`src/rtl/axil_reg_bank_if.sv`:
```
// AXI-Lite bus bundle shared by the interconnect and its register-bank endpoints.
interface axilite_if #(
  parameter int AWIDTH = 32,
  parameter int DWIDTH = 32
);
  logic [AWIDTH-1:0]   awaddr;
  logic                awvalid;
  logic                awready;
  logic [DWIDTH-1:0]   wdata;
  logic [DWIDTH/8-1:0] wstrb;
  logic                wvalid;
  logic                wready;
  logic [1:0]          bresp;
  logic                bvalid;
  logic                bready;
  logic [AWIDTH-1:0]   araddr;
  logic                arvalid;
  logic                arready;
  logic [DWIDTH-1:0]   rdata;
  logic [1:0]          rresp;
  logic                rvalid;
  logic                rready;

  modport slave (
    input  awaddr, awvalid, wdata, wstrb, wvalid, bready, araddr, arvalid, rready,
    output awready, wready, bresp, bvalid, arready, rdata, rresp, rvalid
  );

  modport master (
    output awaddr, awvalid, wdata, wstrb, wvalid, bready, araddr, arvalid, rready,
    input  awready, wready, bresp, bvalid, arready, rdata, rresp, rvalid
  );
endinterface

```
`src/rtl/axil_reg_bank.sv`:
```
// AXI-Lite CSR endpoint: NUM_RW byte-writable control words followed by NUM_RO
// status words sampled from fabric when the read address is accepted.
module axil_reg_bank #(
  parameter int DWIDTH = 32,
  parameter int AWIDTH = 32,
  parameter int NUM_RW = 8,
  parameter int NUM_RO = 4
) (
  input  logic                                         clk,
  input  logic                                         rst,
  axilite_if.slave                                     s_axil,
  output logic [NUM_RW*DWIDTH-1:0]                     ctrl_o,
  output logic [NUM_RW-1:0]                            wr_pulse,
  input  logic [((NUM_RO > 0) ? NUM_RO : 1)*DWIDTH-1:0] stat_i
);
  localparam int ADDR_LSB = $clog2(DWIDTH / 8);
  localparam int IW       = AWIDTH - ADDR_LSB;
  localparam int SB       = DWIDTH / 8;
  localparam logic [1:0] OKAY   = 2'b00;
  localparam logic [1:0] SLVERR = 2'b10;

  typedef logic [IW-1:0] idx_t;

  logic              ready_reg;
  logic              aw_held_reg, w_held_reg;
  logic [AWIDTH-1:0] awaddr_reg;
  logic [DWIDTH-1:0] wdata_reg;
  logic [SB-1:0]     wstrb_reg;
  logic              bvalid_reg;
  logic [1:0]        bresp_reg;
  logic              rvalid_reg;
  logic [DWIDTH-1:0] rdata_reg;
  logic [1:0]        rresp_reg;

  logic              awready_int, wready_int, arready_int;
  logic              aw_hs, w_hs, ar_hs, commit, wr_ok;
  logic [AWIDTH-1:0] wr_addr;
  logic [DWIDTH-1:0] wr_data;
  logic [SB-1:0]     wr_strb;
  idx_t              widx, ridx;
  logic              rd_hit;
  logic [DWIDTH-1:0] rd_value;
  logic              unused_bits;

  // ready_reg keeps every ready low until the first edge after reset release
  assign awready_int = ready_reg && !aw_held_reg;
  assign wready_int  = ready_reg && !w_held_reg;
  assign arready_int = ready_reg && !rvalid_reg;

  assign aw_hs = s_axil.awvalid && awready_int;
  assign w_hs  = s_axil.wvalid && wready_int;
  assign ar_hs = s_axil.arvalid && arready_int;

  assign wr_addr = aw_held_reg ? awaddr_reg : s_axil.awaddr;
  assign wr_data = w_held_reg ? wdata_reg : s_axil.wdata;
  assign wr_strb = w_held_reg ? wstrb_reg : s_axil.wstrb;
  assign commit  = (aw_held_reg || aw_hs) && (w_held_reg || w_hs) && !bvalid_reg;

  assign widx   = wr_addr[AWIDTH-1:ADDR_LSB];
  assign ridx   = s_axil.araddr[AWIDTH-1:ADDR_LSB];
  assign wr_ok  = widx < idx_t'(NUM_RW);
  assign rd_hit = ridx < idx_t'(NUM_RW + NUM_RO);

  assign unused_bits = &{1'b0, wr_addr[ADDR_LSB-1:0], s_axil.araddr[ADDR_LSB-1:0]};

  assign s_axil.awready = awready_int;
  assign s_axil.wready  = wready_int;
  assign s_axil.arready = arready_int;
  assign s_axil.bvalid  = bvalid_reg;
  assign s_axil.bresp   = bresp_reg;
  assign s_axil.rvalid  = rvalid_reg;
  assign s_axil.rdata   = rdata_reg;
  assign s_axil.rresp   = rresp_reg;

  generate
    for (genvar gi = 0; gi < NUM_RW; gi++) begin : g_rw
      logic [DWIDTH-1:0] val_reg;
      logic              pulse_reg;
      logic              sel;

      assign sel = commit && wr_ok && (widx == idx_t'(gi));

      always_ff @(posedge clk or posedge rst) begin
        if (rst) begin
          val_reg   <= '0;
          pulse_reg <= 1'b0;
        end else begin
          pulse_reg <= sel;
          if (sel) begin
            for (int b = 0; b < SB; b++) begin
              if (wr_strb[b]) val_reg[8*b +: 8] <= wr_data[8*b +: 8];
            end
          end
        end
      end

      assign ctrl_o[gi*DWIDTH +: DWIDTH] = val_reg;
      assign wr_pulse[gi]                = pulse_reg;
    end
  endgenerate

  // Reads see the registered control value, so a same-cycle commit returns old data
  always_comb begin
    rd_value = '0;
    for (int k = 0; k < NUM_RW; k++) begin
      if (ridx == idx_t'(k)) rd_value = ctrl_o[k*DWIDTH +: DWIDTH];
    end
    for (int k = 0; k < NUM_RO; k++) begin
      if (ridx == idx_t'(NUM_RW + k)) rd_value = stat_i[k*DWIDTH +: DWIDTH];
    end
  end

  always_ff @(posedge clk or posedge rst) begin
    if (rst) begin
      ready_reg   <= 1'b0;
      aw_held_reg <= 1'b0;
      w_held_reg  <= 1'b0;
      awaddr_reg  <= '0;
      wdata_reg   <= '0;
      wstrb_reg   <= '0;
      bvalid_reg  <= 1'b0;
      bresp_reg   <= OKAY;
    end else begin
      ready_reg <= 1'b1;
      if (commit) begin
        aw_held_reg <= 1'b0;
        w_held_reg  <= 1'b0;
        bvalid_reg  <= 1'b1;
        bresp_reg   <= wr_ok ? OKAY : SLVERR;
      end else begin
        if (aw_hs) begin
          aw_held_reg <= 1'b1;
          awaddr_reg  <= s_axil.awaddr;
        end
        if (w_hs) begin
          w_held_reg <= 1'b1;
          wdata_reg  <= s_axil.wdata;
          wstrb_reg  <= s_axil.wstrb;
        end
        if (bvalid_reg && s_axil.bready) bvalid_reg <= 1'b0;
      end
    end
  end

  always_ff @(posedge clk or posedge rst) begin
    if (rst) begin
      rvalid_reg <= 1'b0;
      rdata_reg  <= '0;
      rresp_reg  <= OKAY;
    end else if (ar_hs) begin
      rvalid_reg <= 1'b1;
      rdata_reg  <= rd_value;
      rresp_reg  <= rd_hit ? OKAY : SLVERR;
    end else if (rvalid_reg && s_axil.rready) begin
      rvalid_reg <= 1'b0;
    end
  end
endmodule
```
`src/flat_wrapper.sv`:
```
// flat-port wrapper written by rule: the top's interface ports become plain ports
module axil_reg_bank_flat 
#(
  parameter int DWIDTH = 32,
  parameter int AWIDTH = 32,
  parameter int NUM_RW = 8,
  parameter int NUM_RO = 4
)
  (clk, rst, ctrl_o, wr_pulse, stat_i, s_axil_awaddr, s_axil_awvalid, s_axil_wdata, s_axil_wstrb, s_axil_wvalid, s_axil_bready, s_axil_araddr, s_axil_arvalid, s_axil_rready, s_axil_awready, s_axil_wready, s_axil_bresp, s_axil_bvalid, s_axil_arready, s_axil_rdata, s_axil_rresp, s_axil_rvalid);
  axilite_if #(.AWIDTH(AWIDTH), .DWIDTH(DWIDTH)) s_axil_i ();
  input  logic clk;
  input  logic rst;
  output logic [NUM_RW*DWIDTH-1:0] ctrl_o;
  output logic [NUM_RW-1:0] wr_pulse;
  input  logic [((NUM_RO > 0) ? NUM_RO : 1)*DWIDTH-1:0] stat_i;
  input wire logic [$bits(s_axil_i.awaddr)-1:0] s_axil_awaddr;
  input wire logic [$bits(s_axil_i.awvalid)-1:0] s_axil_awvalid;
  input wire logic [$bits(s_axil_i.wdata)-1:0] s_axil_wdata;
  input wire logic [$bits(s_axil_i.wstrb)-1:0] s_axil_wstrb;
  input wire logic [$bits(s_axil_i.wvalid)-1:0] s_axil_wvalid;
  input wire logic [$bits(s_axil_i.bready)-1:0] s_axil_bready;
  input wire logic [$bits(s_axil_i.araddr)-1:0] s_axil_araddr;
  input wire logic [$bits(s_axil_i.arvalid)-1:0] s_axil_arvalid;
  input wire logic [$bits(s_axil_i.rready)-1:0] s_axil_rready;
  output wire logic [$bits(s_axil_i.awready)-1:0] s_axil_awready;
  output wire logic [$bits(s_axil_i.wready)-1:0] s_axil_wready;
  output wire logic [$bits(s_axil_i.bresp)-1:0] s_axil_bresp;
  output wire logic [$bits(s_axil_i.bvalid)-1:0] s_axil_bvalid;
  output wire logic [$bits(s_axil_i.arready)-1:0] s_axil_arready;
  output wire logic [$bits(s_axil_i.rdata)-1:0] s_axil_rdata;
  output wire logic [$bits(s_axil_i.rresp)-1:0] s_axil_rresp;
  output wire logic [$bits(s_axil_i.rvalid)-1:0] s_axil_rvalid;
  assign s_axil_i.awaddr = s_axil_awaddr;
  assign s_axil_i.awvalid = s_axil_awvalid;
  assign s_axil_i.wdata = s_axil_wdata;
  assign s_axil_i.wstrb = s_axil_wstrb;
  assign s_axil_i.wvalid = s_axil_wvalid;
  assign s_axil_i.bready = s_axil_bready;
  assign s_axil_i.araddr = s_axil_araddr;
  assign s_axil_i.arvalid = s_axil_arvalid;
  assign s_axil_i.rready = s_axil_rready;
  assign s_axil_awready = s_axil_i.awready;
  assign s_axil_wready = s_axil_i.wready;
  assign s_axil_bresp = s_axil_i.bresp;
  assign s_axil_bvalid = s_axil_i.bvalid;
  assign s_axil_arready = s_axil_i.arready;
  assign s_axil_rdata = s_axil_i.rdata;
  assign s_axil_rresp = s_axil_i.rresp;
  assign s_axil_rvalid = s_axil_i.rvalid;
  axil_reg_bank #(.DWIDTH(DWIDTH), .AWIDTH(AWIDTH), .NUM_RW(NUM_RW), .NUM_RO(NUM_RO)) u_core (.clk(clk), .rst(rst), .s_axil(s_axil_i), .ctrl_o(ctrl_o), .wr_pulse(wr_pulse), .stat_i(stat_i));
endmodule
```
`config.mk`:
```
export PLATFORM = sky130hd
export DESIGN_NAME = axil_reg_bank_flat
export DESIGN_NICKNAME = d
export VERILOG_FILES = /design/src/rtl/axil_reg_bank_if.sv /design/src/rtl/axil_reg_bank.sv /design/src/flat_wrapper.sv
export SDC_FILE = /design/constraint.sdc
export NUM_CORES = 1
export LEC_CHECK = 0
export BUFFER_PORTS_ARGS = -buffer_cell sky130_fd_sc_hd__buf_2
export CAP_MARGIN = 25
export CELL_PAD_IN_SITES_DETAIL_PLACEMENT = 0
export CELL_PAD_IN_SITES_GLOBAL_PLACEMENT = 1
export CORE_MARGIN = 2
export CORE_UTILIZATION = 37
export CTS_BUF_LIST = sky130_fd_sc_hd__clkbuf_16
export DETAILED_ROUTE_END_ITERATION = 7
export PLACE_DENSITY_LB_ADDON = 0.08
export SETUP_SLACK_MARGIN = 0.05
export SYNTH_ARGS = -nofsm -noshare
export SYNTH_HDL_FRONTEND = slang
export SYNTH_SLANG_ARGS = --single-unit
```
`constraint.sdc`:
```
create_clock -name clk -period 11.9 [get_ports clk]
set_input_delay 1.19 -clock clk [delete_from_list [all_inputs] [get_ports clk]]
set_output_delay 1.19 -clock clk [all_outputs]
set_load 0.005 [all_outputs]
```
# Word-level counts from Yosys, hierarchy flattened
# Index checks and enable logic that the tools add are counted.
dict set report classes {
  reduce_logical 65
  muxes 25
  bitwise 1
  eq_ne 18
  n_lt_le_gt_ge 2
}
# operator n
set op_table {}
lappend op_table {{32-bit two-way mux} 14}
lappend op_table {{30-bit by 3-bit == test with 1-bit output (second input constant)} 8}
lappend op_table {{30-bit by 2-bit == test with 1-bit output (second input constant)} 4}
lappend op_table {{30-bit by 4-bit == test with 1-bit output (second input constant)} 4}
lappend op_table {{2-bit AND reduction} 34}
lappend op_table {{30-bit by 1-bit == test with 1-bit output (second input constant)} 2}
lappend op_table {{30-bit zero test} 2}
lappend op_table {{30-bit by 4-bit less-than comparator with 1-bit output (second input constant)} 2}
lappend op_table {{1-bit logical AND} 19}
lappend op_table {{1-bit two-way mux} 8}
lappend op_table {{2-bit nonzero test} 4}
lappend op_table {{1-bit zero test} 4}
lappend op_table {{2-bit two-way mux} 2}
lappend op_table {{4-bit two-way mux} 1}
lappend op_table {{1-bit logical OR} 2}
lappend op_table {{1-bit NOT} 1}
dict set report word_totals {
  ff_bits 373
  elab_cells 162
  output_inout_bits 305
  in_bits 235
}

# Logic depth before layout (Yosys ltp)
dict set report logic_depth {
  ltp_word 13
  depth_mapped 9
  ltp_nobuf 6
}

# Worst setup path after synthesis
# OpenSTA, ideal clock, no wires.
dict set report synth_path {
  path_type {input -> register}
  startpoint {input s_axil_awaddr[6]}
  endpoint {register u_core.g_rw[5].val_reg[24]}
  arrival_ps 3025
  path_slack_ps 8750
  setup_ps 125
  stages 7
  t_required_ps 11775
  n_path_buf 2
  path_cell_list {or4_1 > o31ai_2 > nand4_1 > buf_4 > buf_6 > nor2_4 > mux2_4}
}
dict set report synth_between {
  elab_chain_len 5
  elab_cells_between_ends 6
  cone_classes {order compare: 1; eq/ne: 1; mux: 1; reduce/logical: 3}
}
# element line_no
set synth_lines {}
lappend synth_lines {{start, declared} flat_wrapper.sv:16} ;# input wire logic [$bits(s_axil_i.awaddr)-1:0] s_axil_awaddr;
lappend synth_lines {{32-bit two-way mux *} axil_reg_bank.sv:54} ;# assign wr_addr = aw_held_reg ? awaddr_reg : s_axil.awaddr;
lappend synth_lines {{30-bit by 4-bit less-than comparator with 1-bit output} axil_reg_bank.sv:61} ;# assign wr_ok = widx < idx_t'(NUM_RW);
lappend synth_lines {{1-bit logical AND} axil_reg_bank.sv:81} ;# assign sel = commit && wr_ok && (widx == idx_t'(gi));
lappend synth_lines {{1-bit logical AND *} axil_reg_bank.sv:81}
lappend synth_lines {{2-bit AND reduction (no source line) *} --}
lappend synth_lines {{end signal, assigned by index} axil_reg_bank.sv:91} ;# if (wr_strb[b]) val_reg[8*b +: 8] <= wr_data[8*b +: 8];
lappend synth_lines {{end, declared} axil_reg_bank.sv:77} ;# logic [DWIDTH-1:0] val_reg;
# Mark *: on every way between the ends. The rest lies on a longest branch, timed or not.
# A chain may end at the register's enable or synchronous reset.

# Final worst setup path
dict set report layout_path {
  startpoint {input s_axil_araddr[31]}
  endpoint {register u_core.rdata_reg[6] (netlist: u_core.s_axil.rdata[6])}
}
dict set report layout_between {
  elab_chain_len 13
  elab_cells_between_ends 24
  cone_classes {eq/ne: 11; mux: 12; reduce/logical: 1}
}
# element line_no
set layout_lines {}
lappend layout_lines {{start, declared} flat_wrapper.sv:22} ;# input wire logic [$bits(s_axil_i.araddr)-1:0] s_axil_araddr;
lappend layout_lines {{30-bit zero test} axil_reg_bank.sv:106} ;# if (ridx == idx_t'(k)) rd_value = ctrl_o[k*DWIDTH +: DWIDTH];
lappend layout_lines {{32-bit two-way mux (8 in a row)} axil_reg_bank.sv:106}
lappend layout_lines {{32-bit two-way mux (3 in a row)} axil_reg_bank.sv:109} ;# if (ridx == idx_t'(NUM_RW + k)) rd_value = stat_i[k*DWIDTH +: DWIDTH];
lappend layout_lines {{32-bit two-way mux *} axil_reg_bank.sv:109}
lappend layout_lines {{end signal, assigned} axil_reg_bank.sv:152} ;# rdata_reg <= rd_value;
lappend layout_lines {{end, declared} axil_reg_bank.sv:32} ;# logic [DWIDTH-1:0] rdata_reg;
# Marked as above.

==> results by group <==
Status
  – Outcome: finished, final reports clean

Yosys
  – Post-synthesis mux area share: 25.4%
  – Primary FF master, synth: dfrtp_1
  – Most used standard cell by instance count after synthesis: dfrtp_1
  – Post-synthesis adder-cell area fraction: 0%
  – YS warnings: 0
  – Synth async-reset ratio: 100%
  – Register area share after synthesis: 49.8%
  – Synth top cells by count: 369 x dfrtp_1, 312 x mux2_2, 66 x nor2_1, 57 x nand2_1, 50 x o21ai_0
  – Synth Area in Simple Gates: 10.6%
  – Mapped Cells: 1503
  – Largest family of logic cells by synthesized area: multiplexers
  – Synth Area in Compound Gates: 11.3%
  – Post-synthesis xor/xnor area fraction: 0%
  – Mapped Avg Cell Area: 12.3 µm²
  – Largest area contributor in the netlist: dfrtp_1
  – Share of the synthesized area in the top cell type: 49.8%
  – Area contributors post-synth: dfrtp_1 50%, mux2_2 19%, mux2_4 2.6%, mux4_2 1.6%, mux2_1 1.5%
  – Number of library cell types mapped by synthesis: 75
  – Post-synth EDFFs: 0
  – Post-synthesis register bit count: 369
  – Synth Cell Area: 18500 µm²

Global routing
  – First-pass GRT wire length: 117000 µm
  – Total track usage: 31.0%
  – Vias in the first global route: 15958
  – Remaining global-route overflow: 0
  – Pin count of the biggest net entering global routing: 167
  – Initial antenna violation count: 12

Place
  – Final HPWL DP: 59700 µm
  – Port Buf Inserts: 533
  – Gpl congestion: 0.914

Power
  – Maximum vdd drop: 0.107 mV
  – Total power: 3.41 mW
  – Sw Ratio: 29.4%
  – Internal: 2.41 mW
  – Leak: 11.8 nW
  – P_sw: 1.00 mW
  – Sequential share of power: 43.1%
  – Combinational share of power: 18.7%
  – Clk pwr share: 38.1%
  – Power Dens Cells: 146 nW/µm²

Final layout
  – Nets: 2256
  – Syn-to-layout area delta: 25.9%
  – Max FFs per register: 256
  – FILL cells: 4837
  – Layout cells sized above 1: 51.3%

Timing
  – Tcrit/Tclk final: 36.4%
  – RSZ-0062 raised after global routing: no
  – Post-route setup TNS: 0 ns
  – Worst Skew: 0.0229 ns
  – Fin. Hold Viols: 0
  – Worst slew pin tran: 1.05 ns
  – Slew Limit Fails: 0
  – Max frequency: 231 MHz
  – Relative slew slack: 29.7%
  – Min Clock Period, post-route: 4.33 ns
  – Min Hold Slack: 0.494 ns
  – # setup viols final: 0

Drt
  – Final ANT Viol Nets: 0
  – Vias per cell: 5.70
  – WL/cell: 30.0 µm
  – 1st-pass router iterations: 5
  – Number of remaining DRC errors: 0
  – Vias post-DR: 15571
  – Final wirelength: 82000 µm
  – Iteration-0 DRC count of the detailed router: 1116

Flow run
  – Max-cap viol count: 0

Floorplanning
  – Rows: 82
  – Placeable Area: 49900 µm²
  – # IOs: 540
  – Die Height: 228 µm
  – Starting Density: 37.2%
  – Die width: 228 µm
  – Die area: 51900 µm²

Clock tree
  – Clock sinks: 369
  – H-tree lvl count: 2
  – Reg clk slew, reported paths: 0.06 ns
  – Hold_buf cts: 0
  – CTS Buf Count: 44
  – Root buf cell: clkbuf_16
  – CTS tree: yes
  – Post-CTS setup buffers: 0
  – Worst-Skew Late Latency: 0.58 ns
  – CTS Buffer Depth: 3
  – # resized after CTS: 0

Setup path
  – Crit path capture type: flip-flop
  – Critical path class: in2reg
  – Worst setup SP type: input port
  – Worst Path Max Fanout: 11
  – Worst path required time: 12.41 ns
  – Worst EP arrival: 4.83 ns

Worst hold path
  – Type of the tightest min-delay check: reg2reg
==> layer usage <==
metal | GRT usage [%] | up-vias | share of wire [%]
li1 | - | 6752 | -
met1 | 40.1 | 8032 | 42
met2 | 50.4 | 653 | 47
met3 | 9.39 | 124 | 8.6
met4 | 8.78 | 10 | 2.8
met5 | 0 | - | 0.071
==> worst max-delay path, cell delays in order <==
cell and delay, ns:
buf_2 0.11, nor4_4 0.60, nand4_1 0.95, or2_1 0.80
a2bb2oi_1 0.24, a2111oi_0 0.74, a2bb2oi_1 0.19
==> final cells by class <==
cell class | instances | area, µm² | share of cell area (%)
multi-input cells | 1019 | 8830 | 37.8
well taps | 672 | 841 | 3.60
clock inverters | 34 | 233 | 0.997
repair buffers | 572 | 3000 | 12.9
flip-flops and latches | 369 | 9240 | 39.5
diodes | 7 | 17.5 | 0.0750
clock buffers | 45 | 1130 | 4.82
inverters | 15 | 63.8 | 0.273
==> through the flow <==
| step | cells | setup WS [ns] | cell area, µm² | utilization (%) |
|---|---|---|---|---|
| final | 2733 | 7.57 | 23400 | 46.8 |
| after global placement | 2644 | 6.86 | 21900 | 44.0 |
| after global routing | 2730 | 7.60 | 23300 | 46.8 |
| after CTS | 2724 | 7.71 | 23300 | 46.7 |
| after detailed placement | 2645 | 7.10 | 21900 | 44.0 |
| after floorplan | 1504 | 0.464 | 18600 | - |
==> path summary, 6_finish.rpt <==
check                                   startpoint                          to  slack (ns)  cells past startpoint
hold reg to reg            u_core.s_axil.rdata[24]     u_core.s_axil.rdata[24]        0.49                      2
setup / recovery                 s_axil_araddr[31]      u_core.s_axil.rdata[6]        7.57                      7
max in group asynchronous                      rst  u_core.g_rw[0].val_reg[15]        9.42                      5
hold / removal             u_core.s_axil.rdata[24]     u_core.s_axil.rdata[24]        0.49                      2
min in group asynchronous                      rst         u_core.wdata_reg[2]        0.66                      2
setup reg to reg                u_core.aw_held_reg  u_core.g_rw[6].val_reg[21]        8.70                      7
==> power groups by stage <==
stage,Sequential (mW),Clock (mW),Combinational [mW]
global placement,1.48,0,0.625
floorplan,1.47,0,0.408
finish,1.47,1.30,0.638
global route,1.49,1.38,0.690
detailed placement,1.49,0,0.638
CTS,1.47,1.33,0.641
==> cell usage in the layout, fill, tap and decap left out, drive strengths merged, types with 7 or more instances in the layout <==
cell type	Yosys	final
a21o	8	8
a22o	10	10
mux2	368	368
a2bb2oi	8	8
nor2b	10	10
nand2b	8	8
diode	0	7
nor4	29	29
clkinv	0	15
or2	12	12
a221oi	16	16
nor3	24	24
o22ai	25	25
nand4	17	17
a22oi	19	19
inv	15	31
a222oi	8	8
mux4	13	13
nor2	93	93
and3	11	11
or3	8	8
clkbuf	49	46
mux2i	15	15
dfrtp	369	369
o221ai	17	17
a221o	16	16
o21ai	58	58
nand2	57	57
buf	52	571
nand3	48	48
a21oi	42	42
==> cell families after synthesis <==
family                 after synthesis
muxes                              396
DFF                                369
AOI/OAI and AO/OA                  287
other                                2
buffers and inverters              116
and+or+nand+nor                    333
Note: power is estimated with default switching activity, not from simulation.
